**src/rtl/mem_pkg.sv**
```systemverilog
// Shared definitions for the memory-access stage: op codes, access-size decode,
// FSM state encodings and the read-latency range check.
package mem_pkg;

  localparam logic [3:0] OP_NONE = 4'd0;
  localparam logic [3:0] OP_LB   = 4'd1;
  localparam logic [3:0] OP_LBU  = 4'd2;
  localparam logic [3:0] OP_LH   = 4'd3;
  localparam logic [3:0] OP_LHU  = 4'd4;
  localparam logic [3:0] OP_LW   = 4'd5;
  localparam logic [3:0] OP_SB   = 4'd6;
  localparam logic [3:0] OP_SH   = 4'd7;
  localparam logic [3:0] OP_SW   = 4'd8;

  localparam logic [1:0] SZ_B = 2'd0;
  localparam logic [1:0] SZ_H = 2'd1;
  localparam logic [1:0] SZ_W = 2'd2;

  localparam logic [1:0] S_IDLE   = 2'd0;
  localparam logic [1:0] S_ACCESS = 2'd1;
  localparam logic [1:0] S_WAIT   = 2'd2;
  localparam logic [1:0] S_DONE   = 2'd3;

  typedef struct packed {
    logic       is_load;
    logic       is_store;
    logic [1:0] size;
    logic       is_signed;
  } op_dec_t;

  // Unassigned codes decode as NONE (no load, no store, byte size).
  function automatic op_dec_t op_decode(input logic [3:0] op);
    op_dec_t d;
    d = '0;
    case (op)
      OP_LB:   begin d.is_load = 1'b1; d.size = SZ_B; d.is_signed = 1'b1; end
      OP_LBU:  begin d.is_load = 1'b1; d.size = SZ_B; end
      OP_LH:   begin d.is_load = 1'b1; d.size = SZ_H; d.is_signed = 1'b1; end
      OP_LHU:  begin d.is_load = 1'b1; d.size = SZ_H; end
      OP_LW:   begin d.is_load = 1'b1; d.size = SZ_W; end
      OP_SB:   begin d.is_store = 1'b1; d.size = SZ_B; end
      OP_SH:   begin d.is_store = 1'b1; d.size = SZ_H; end
      OP_SW:   begin d.is_store = 1'b1; d.size = SZ_W; end
      default: ;
    endcase
    return d;
  endfunction

  function automatic bit rd_lat_ok(input int unsigned lat);
    return lat <= 3;
  endfunction

endpackage

```
**src/rtl/ls_align.sv**
```systemverilog
// Combinational load/store alignment: store strobes and lane replication,
// load byte/halfword extraction with sign/zero extension, misalignment check.
module ls_align
  import mem_pkg::*;
(
  input  logic [3:0]  op,
  input  logic [1:0]  addr_lo,
  input  logic [31:0] sdata,
  input  logic [31:0] rdata,
  output logic [3:0]  wen,
  output logic [31:0] wdata,
  output logic [31:0] ldata,
  output logic        misaligned
);

  op_dec_t     dec;
  logic [7:0]  byte_sel;
  logic [15:0] half_sel;

  always_comb begin
    dec        = op_decode(op);
    misaligned = ((dec.size == SZ_H) && addr_lo[0]) ||
                 ((dec.size == SZ_W) && (addr_lo != 2'd0));
    misaligned = misaligned && (dec.is_load || dec.is_store);

    wen   = '0;
    wdata = sdata;
    case (dec.size)
      SZ_B: begin
        wdata = {4{sdata[7:0]}};
        wen   = 4'b0001 << addr_lo;
      end
      SZ_H: begin
        wdata = {2{sdata[15:0]}};
        wen   = addr_lo[1] ? 4'b1100 : 4'b0011;
      end
      default: begin
        wdata = sdata;
        wen   = 4'b1111;
      end
    endcase
    if (!dec.is_store || misaligned) wen = '0;

    byte_sel = 8'(rdata >> {addr_lo, 3'b000});
    half_sel = addr_lo[1] ? rdata[31:16] : rdata[15:0];
    case (dec.size)
      SZ_B:    ldata = dec.is_signed ? {{24{byte_sel[7]}}, byte_sel} : {24'd0, byte_sel};
      SZ_H:    ldata = dec.is_signed ? {{16{half_sel[15]}}, half_sel} : {16'd0, half_sel};
      default: ldata = rdata;
    endcase
  end

endmodule

```
**src/rtl/mem_stage_lsu.sv**
```systemverilog
// Memory-access stage between EXE and WB: one operation in flight, registered
// RAM address/strobes, RD_LAT-cycle load wait and a held valid/ready result.
module mem_stage_lsu
  import mem_pkg::*;
#(
  parameter int unsigned RD_LAT = 1,
  parameter int unsigned ADDR_W = 32
) (
  input  logic              clk,
  input  logic              rst,
  input  logic              in_valid,
  output logic              in_ready,
  input  logic [3:0]        in_op,
  input  logic [ADDR_W-1:0] in_addr,
  input  logic [31:0]       in_sdata,
  input  logic              in_rf_wen,
  input  logic [4:0]        in_rf_wdest,
  input  logic [ADDR_W-1:0] in_pc,
  output logic [ADDR_W-1:0] dm_addr,
  output logic [3:0]        dm_wen,
  output logic [31:0]       dm_wdata,
  input  logic [31:0]       dm_rdata,
  output logic              out_valid,
  input  logic              out_ready,
  output logic              out_rf_wen,
  output logic [4:0]        out_rf_wdest,
  output logic [31:0]       out_result,
  output logic [ADDR_W-1:0] out_pc,
  output logic              out_excp,
  output logic [ADDR_W-1:0] out_badvaddr
);

  if (!rd_lat_ok(RD_LAT)) begin : g_bad_rd_lat
    $error("mem_stage_lsu: RD_LAT must be in 0..3");
  end

  localparam logic [1:0] CNT_LAST = 2'((RD_LAT == 0) ? 0 : RD_LAT - 1);

  logic [1:0]        state;
  logic [1:0]        cnt;
  logic [3:0]        op_q;
  logic              rf_wen_q;
  logic [4:0]        wdest_q;
  logic [ADDR_W-1:0] pc_q;
  logic              excp_q;

  op_dec_t     dec_q;
  logic        load_ok;
  logic        done_now;
  logic [31:0] fin_result;

  logic [3:0]  al_op;
  logic [1:0]  al_addr_lo;
  logic [3:0]  al_wen;
  logic [31:0] al_wdata;
  logic [31:0] al_ldata;
  logic        al_misaligned;

  // One aligner serves both ends: incoming op while IDLE, latched op afterwards.
  assign al_op      = (state == S_IDLE) ? in_op : op_q;
  assign al_addr_lo = (state == S_IDLE) ? in_addr[1:0] : dm_addr[1:0];

  ls_align u_align (
    .op         (al_op),
    .addr_lo    (al_addr_lo),
    .sdata      (in_sdata),
    .rdata      (dm_rdata),
    .wen        (al_wen),
    .wdata      (al_wdata),
    .ldata      (al_ldata),
    .misaligned (al_misaligned)
  );

  assign in_ready  = (state == S_IDLE);
  assign out_valid = (state == S_DONE);

  always_comb begin
    dec_q      = op_decode(op_q);
    load_ok    = dec_q.is_load && !excp_q;
    fin_result = load_ok ? al_ldata : 32'(dm_addr);
    done_now   = ((state == S_ACCESS) && (!load_ok || (RD_LAT == 0))) ||
                 ((state == S_WAIT) && (cnt == CNT_LAST));
  end

  always_ff @(posedge clk) begin
    if (rst) begin
      state        <= S_IDLE;
      cnt          <= '0;
      op_q         <= '0;
      rf_wen_q     <= 1'b0;
      wdest_q      <= '0;
      pc_q         <= '0;
      excp_q       <= 1'b0;
      dm_addr      <= '0;
      dm_wen       <= '0;
      dm_wdata     <= '0;
      out_rf_wen   <= 1'b0;
      out_rf_wdest <= '0;
      out_result   <= '0;
      out_pc       <= '0;
      out_excp     <= 1'b0;
      out_badvaddr <= '0;
    end else begin
      dm_wen <= '0;
      case (state)
        S_IDLE: begin
          if (in_valid) begin
            state    <= S_ACCESS;
            op_q     <= in_op;
            rf_wen_q <= in_rf_wen;
            wdest_q  <= in_rf_wdest;
            pc_q     <= in_pc;
            excp_q   <= al_misaligned;
            dm_addr  <= in_addr;
            dm_wen   <= al_wen;
            dm_wdata <= al_wdata;
          end
        end
        S_ACCESS: begin
          cnt <= '0;
          if (load_ok && (RD_LAT != 0)) state <= S_WAIT;
        end
        S_WAIT:  cnt <= cnt + 2'd1;
        default: if (out_ready) state <= S_IDLE;
      endcase

      if (done_now) begin
        state        <= S_DONE;
        out_rf_wen   <= rf_wen_q && !excp_q;
        out_rf_wdest <= wdest_q;
        out_result   <= fin_result;
        out_pc       <= pc_q;
        out_excp     <= excp_q;
        out_badvaddr <= excp_q ? dm_addr : '0;
      end
    end
  end

endmodule

```
**config.mk**
```make
export PLATFORM = sky130hd
export DESIGN_NAME = mem_stage_lsu
export DESIGN_NICKNAME = d
export VERILOG_FILES = /design/src/rtl/mem_pkg.sv /design/src/rtl/ls_align.sv /design/src/rtl/mem_stage_lsu.sv
export SDC_FILE = /design/constraint.sdc
export NUM_CORES = 1
export LEC_CHECK = 0
export ABC_AREA = 1
export BUFFER_PORTS_ARGS = -buffer_cell sky130_fd_sc_hd__buf_4
export CAP_MARGIN = 15
export CORE_AREA = 2 2 127 221
export DETAILED_ROUTE_END_ITERATION = 6
export DIE_AREA = 0 0 129 223
export GPL_ROUTABILITY_DRIVEN = 0
export HOLD_SLACK_MARGIN = 0.08
export MAX_ROUTING_LAYER = met4
export PLACE_DENSITY_LB_ADDON = 0.2
export SYNTH_ARGS = -nofsm -noshare
export SYNTH_HDL_FRONTEND = slang
export SYNTH_SLANG_ARGS = --single-unit
```
**constraint.sdc**
```tcl
create_clock -name clk -period 1.9 [get_ports clk]
set_input_delay 0.19 -clock clk [delete_from_list [all_inputs] [get_ports clk]]
set_output_delay 0.19 -clock clk [all_outputs]
set_load 0.05 [all_outputs]
```
# Word-level counts from Yosys, hierarchy flattened
# Cells that the tools add are included.
[totals]
wordCells = 93
inputBits = 142
output_inout_bits = 173
regBits = 218
[op_classes]
add_sub_neg = 1
mux = 22
shift = 2
reduce_logical = 29
eq_ne = 21
n_bitwise = 2
[op_table]
columns = ["operator", "n"]
rows = [
  ["$mux W32", 4],
  ["$pmux W32 S2", 2],
  ["$shr A32 B5 Y8", 1],
  ["$eq A4 B3 Y1 const B", 6],
  ["$eq A4 B2 Y1 const B", 4],
  ["$mux W16", 1],
  ["$mux W2", 5],
  ["$reduce_or A5 Y1", 2],
  ["$eq A4 B1 Y1 const B", 2],
  ["$mux W4", 2],
  ["$pmux W2 S2", 2],
  ["$pmux W4 S2", 1],
  ["$logic_and A1 B1 Y1", 7],
  ["$eq A2 B2 Y1 const B", 3],
  ["$logic_not A2 Y1", 3],
  ["$pmux W2 S3", 1],
  ["$reduce_or A3 Y1", 2],
  ["$eq A2 B1 Y1 const B", 2],
  ["$eq A4 B4 Y1 const B", 1],
  ["$logic_or A1 B1 Y1", 4],
  ["$mux W1", 4],
  ["$reduce_and A4 Y1", 1],
  ["$reduce_bool A2 Y1", 2],
  ["$reduce_bool A4 Y1", 1],
  ["other kinds (10)", 14],
]

# Logic depth before layout (Yosys ltp)
[depth]
depth_word = 11
ltp_mapped = 17
ltp_nobuf = 15

# Hierarchy
# Synthesis repeated with hierarchy kept, for this count alone.
[unflattened]
hier_cells = 1364
area_unflattened_um2 = 9372.7
[by_module_without_submodules]
columns = ["mod", "instances", "cells_per_inst", "seq_area_each_um2", "area_per_inst_um2"]
rows = [
  ["mem_stage_lsu", 1, 1088, 4364.2, 8096.5],
  ["ls_align", 1, 276, 0.0, 1276.2],
]

# Worst setup path before layout
# Ideal clock, no wire load.
[synth_path]
path_type = "register -> register"
start = "register state[0]"
end = "register out_result[12]"
setup_slack_ps = -372
required_ps = 1791
arrival_time_ps = 2164
path_stages_with_launch = 15
period_less_slack_ps = 2272
path_cell_list = "dfxtp_1 inv_1 ha_1 inv_2 buf_6 nand2_1 nand2_2 buf_2 or2_2 nand3_1 nand3_1 nand2_1 nand3_1 nand2_1 inv_1"
[synth_via]
elab_chain_cells = 8
word_cells_on_any_way = 27
classes_between = "eq/ne: 9; shift: 1; mux: 9; reduce/logical: 8"
[synth_rtl]
columns = ["item", "line_no", "text"]
rows = [
  ["from (decl)", "mem_stage_lsu.sv:39", "logic [1:0] state;"],
  ["from (signal assigned)", "mem_stage_lsu.sv:87", "state <= S_IDLE;"],
  ["from (signal assigned)", "mem_stage_lsu.sv:108", "state <= S_ACCESS;"],
  ["from (signal assigned)", "mem_stage_lsu.sv:121", "if (load_ok && (RD_LAT != 0)) state <= S_WAIT;"],
  ["$logic_not A2 Y1 (*)", "-", ""],
  ["named net in_ready", "mem_stage_lsu.sv:12", "output logic in_ready,"],
  ["$mux W4", "mem_stage_lsu.sv:60", "assign al_op = (state == S_IDLE) ? in_op : op_q;"],
  ["$eq A4 B3 Y1, or another cell as far along", "mem_pkg.sv:35", "case (op)"],
  ["$reduce_or A3 Y1 (no source line) or $reduce_or A2 Y1 (tied branches)", "-", ""],
  ["$pmux W2 S2 or $mux W1 (tied branches)", "mem_pkg.sv:35", ""],
  ["$eq A2 B1 Y1, or another cell as far along", "ls_align.sv:46", "case (dec.size)"],
  ["$pmux W32 S2 (*)", "ls_align.sv:46", ""],
  ["$mux W32 (*)", "mem_stage_lsu.sv:80", "fin_result = load_ok ? al_ldata : 32'(dm_addr);"],
  ["to (signal assigned)", "mem_stage_lsu.sv:131", "out_result <= fin_result;"],
  ["to (decl)", "mem_stage_lsu.sv:27", "output logic [31:0] out_result,"],
]
# Mark *: on every way through the listed nets, which the timed path passes. The rest lies on a longest branch.
# A chain may end at the register's enable or synchronous reset.

# Worst setup path in the final report
[layout_path]
start = "register state[1]"
end = "register out_result[31]"
[layout_via]
elab_chain_cells = 8
word_cells_on_any_way = 27
classes_between = "eq/ne: 9; shift: 1; mux: 9; reduce/logical: 8"
[layout_rtl]
columns = ["item", "line_no"]
rows = [
  ["$logic_not A2 Y1", "mem_stage_lsu.sv:60, mem_stage_lsu.sv:61"],
  ["$mux W4", "mem_stage_lsu.sv:60"],
  ["$eq A4 B3 Y1, or another cell as far along", "mem_pkg.sv:35"],
  ["$reduce_or A3 Y1 (no source line) or $reduce_or A2 Y1 (tied branches)", "-"],
  ["$pmux W2 S2 or $mux W1 (tied branches)", "mem_pkg.sv:35"],
  ["$eq A2 B1 Y1, or another cell as far along", "ls_align.sv:46"],
  ["$pmux W32 S2", "ls_align.sv:46"],
  ["$mux W32", "mem_stage_lsu.sv:80"],
]
# Several ways; a longest one is shown, not always the timed one.

==> qor.txt <==
# fillers -> 2564
Share of layout cells above drive strength 1 -> 32.1%
RSZ-0062 raised after global routing -> yes
CTS Buffer Depth -> 3
Synth unique cells -> 29
Core Area -> 27100 µm²
Placement Cell Area -> 12400 µm²
Skew final -> 11.2 ps
Setup slack, reg-to-reg -> -50 ps
# H-tree levels -> 1
Crit path from -> state[1]$_SDFFE_PP0P_
FP Rows -> 80
Final Util -> 56.2%
Initial antenna violation count -> 2
# setup viols final -> 30
Critical Path Fanout Max -> 8
Failing checks -> negative setup slack
Syn Nets -> 1464
Latest clock arrival within the worst-skew pair -> 520 ps
Die W -> 129 µm
Top-count cell post-synth -> nand2_1
IO buf count -> 314
Routed WL per cell -> 17.2 µm
Final Hold Vio Count -> 0
DR vias/cell -> 4.93
Area delta synth->final -> 63.7%
Design area -> 15200 µm²
Mapped Area -> 9310 µm²
Outcome -> finished, violations left
Largest net degree at the start of global routing -> 71
Post-route ant nets -> 0
Post-route DRC -> 0
Commonest cells post-synth -> nand2_1, nor2_1, dfxtp_1
Max_cap viols -> 0
Cells after DPL -> 1971
Synth Register Bits -> 218
Final WS setup -> -49.2 ps
Total vias in the final route -> 10576
Synth Flop Type -> dfxtp_1
Req. time, crit path -> 2360 ps
Least-Margin Pin Slew -> 459 ps
CTS root buf -> clkbuf_16
CP Class -> reg -> reg
Slew headroom -> 69.4%
Critical Path Start Type -> register
Met2 Use GR -> 44.6%
GRT Overall Usage -> 25.3%
Hold Crit Class -> in -> reg
Multi-input logic area -> 4880 µm²
Clock sinks -> 218
R2r startpoint -> state[1]$_SDFFE_PP0P_
Hold_sp -> dm_rdata[19]
Final cell count without fillers -> 2146
Grt ovf -> 0
Pwr per Cell Area -> 1940 nW/µm²
Die height -> 223 µm
Area leader, netlist -> dfxtp_1
Hold endpoint -> out_result[19]$_SDFFE_PP0P_
Nets -> 1908
Syn Area/Cell -> 7.08 µm²
Clk slew on worst S/H paths -> 70 ps
DP Worst Slack -> -122 ps
Total wire length -> 37.0 mm
Top cells by area, synth -> dfxtp_1, nand2_1, nor2_1
First-pass GRT wire length -> 55.3 mm
CP Data Arrival Time -> 2410 ps
FF/Latch Area -> 4370 µm²
Period utilization -> 103%
Syn. warnings -> 0
Gr busiest metal -> met2
R2R cell count -> 15
Highest clock rate -> 513 MHz
Syn Inst Count -> 1316
Peak supply drop -> 0.00131 V
WHS Path Cells -> 5
R2r endpoint -> out_result[31]$_SDFFE_PP0P_
Routing usage on met3 -> 3.45%
TritonCTS Buffers -> 22
Critical path endpoint category -> register
Top Ports -> 315
Global routing usage on met1 -> 25.7%
Final slew viol count -> 0
Hpwl dp -> 25.7 mm
Share of Yosys cell area claimed by the top area cell type -> 46.9%
Async SR Flop Fraction -> 0%
Initial drt markers -> 653
Number of global-route vias before repair -> 10448
Number of synthesized flops with an enable pin -> 0
CTS tree -> done
Drt first pass iters -> 4
Die area -> 28800 µm²
Min cycle time layout -> 1950 ps
Leakage -> 7.15 nW
Sequential share of the synthesized area -> 46.9%
Starting Density -> 34.3%
==> cell usage in the layout, fill, tap and decap left out, types with 4 or more instances in the layout <==
| cell type | Yosys | routed |
|---|---|---|
| nand3_4 | 0 | 10 |
| dlygate4sd3_1 | 0 | 117 |
| o21ai_0 | 165 | 163 |
| nand2_2 | 7 | 29 |
| clkinv_2 | 0 | 4 |
| nand2_1 | 238 | 194 |
| buf_6 | 4 | 11 |
| dfxtp_1 | 218 | 216 |
| inv_1 | 71 | 67 |
| clkbuf_1 | 51 | 4 |
| nand2_4 | 0 | 20 |
| a21oi_2 | 0 | 8 |
| buf_4 | 8 | 365 |
| nor2_1 | 235 | 229 |
| a21oi_1 | 105 | 97 |
| clkbuf_16 | 0 | 25 |
| o211ai_1 | 21 | 21 |
| buf_12 | 0 | 16 |
| nor2_4 | 0 | 5 |
| or2_2 | 11 | 11 |
| a31oi_1 | 8 | 5 |
| ha_1 | 6 | 5 |
| bufinv_16 | 0 | 4 |
| inv_2 | 5 | 4 |
| nand3_2 | 0 | 31 |
| nand3_1 | 115 | 74 |
==> kinds of logic (layout without fill, tap and decap cells) <==
family / Yosys count / in the layout / synth area share [%]
other: 0 / 2 / 0
AND/OR/NAND/NOR: 611 / 612 / 26.9
buffers and inverters: 172 / 630 / 7.95
adder cells (fa/ha/maj): 6 / 6 / 0.806
flip-flops: 218 / 218 / 46.9
AO/OA/AOI/OAI: 309 / 309 / 17.5
==> state kept, by name (all words and copies together), names as in the netlist <==
name and count:
out_excp 1, dm_wen 4, excp_q 1, wdest_q 5
dm_wdata 32, dm_addr 32, cnt 2, out_pc 32
rf_wen_q 1, out_rf_wen 1, out_badvaddr 32, out_result 32
op_q 4, state 2, out_rf_wdest 5, pc_q 32
==> power breakdown <==
| group | leakage [nW] | switching [mW] | total [mW] | internal, mW |
|---|---|---|---|---|
| sequential | 1.79 | 0.948 | 6.91 | 5.96 |
| combinational | 4.98 | 11.7 | 18.0 | 6.24 |
| clock | 0.378 | 1.92 | 4.69 | 2.77 |
| total | 7.15 | 14.6 | 29.6 | 15.0 |
==> layer usage <==
metal	vias to the layer above	routed length, µm
met5	-	0
met3	122	1750
met4	0	2660
met1	4913	13300
li1	5185	-
met2	356	19300
==> worst max-delay path: stages, from the launching register on <==
cell and delay [ps]:
dfxtp_2 320, inv_2 70, ha_4 190, inv_6 60
buf_6 130, nand2_4 60, nand2_4 50, nor2_4 130
nand2_2 80, nand2_4 90, buf_12 120, nand4_4 110
clkbuf_16 200, nand3_2 60, nand2_1 50, a21oi_1 150
==> how the worst max path moves through the flow <==
stage | cells after the start | end
2_1_floorplan | 14 | out_result[12]$_SDFFE_PP0P_
5_1_grt | 15 | out_result[26]$_SDFFE_PP0P_
4_1_cts | 16 | dm_wdata[8]$_SDFFE_PP0P_
6_report | 15 | out_result[31]$_SDFFE_PP0P_
3_5_place_dp | 14 | out_result[2]$_SDFFE_PP0P_
3_3_place_gp | 14 | out_result[2]$_SDFFE_PP0P_
==> area by class of cell <==
class,count,area share (%)
inverter,77,2.03
sequential,218,28.6
clock inverter,11,1.14
antenna,2,0.0328
tap,369,3.03
multi-input combinational,927,32.0
clock buffer,28,3.89
timing repair buffer,514,29.3
==> metrics by stage <==
step	power, mW	hold slack, ps	TNS (ps)
detailed placement	22.7	406	-2960
global placement	22.5	403	-679
global route	31.2	108	-5490
CTS	28.4	81.8	-168
finish	29.6	97.9	-550
floorplan	17.0	293	-96.8
==> repair_timing <==
| action | in CTS | in global routing |
|---|---|---|
| gates cloned | 1 | 3 |
| endpoints found under the hold margin | 115 | 1 |
| buffers inserted | 9 | 6 |
| hold buffers | 116 | 1 |
| setup endpoints to repair | 58 | 77 |
| pin swaps | 20 | 50 |
| resized for setup | 60 | 108 |
Note: power is estimated with default switching activity, not from simulation.
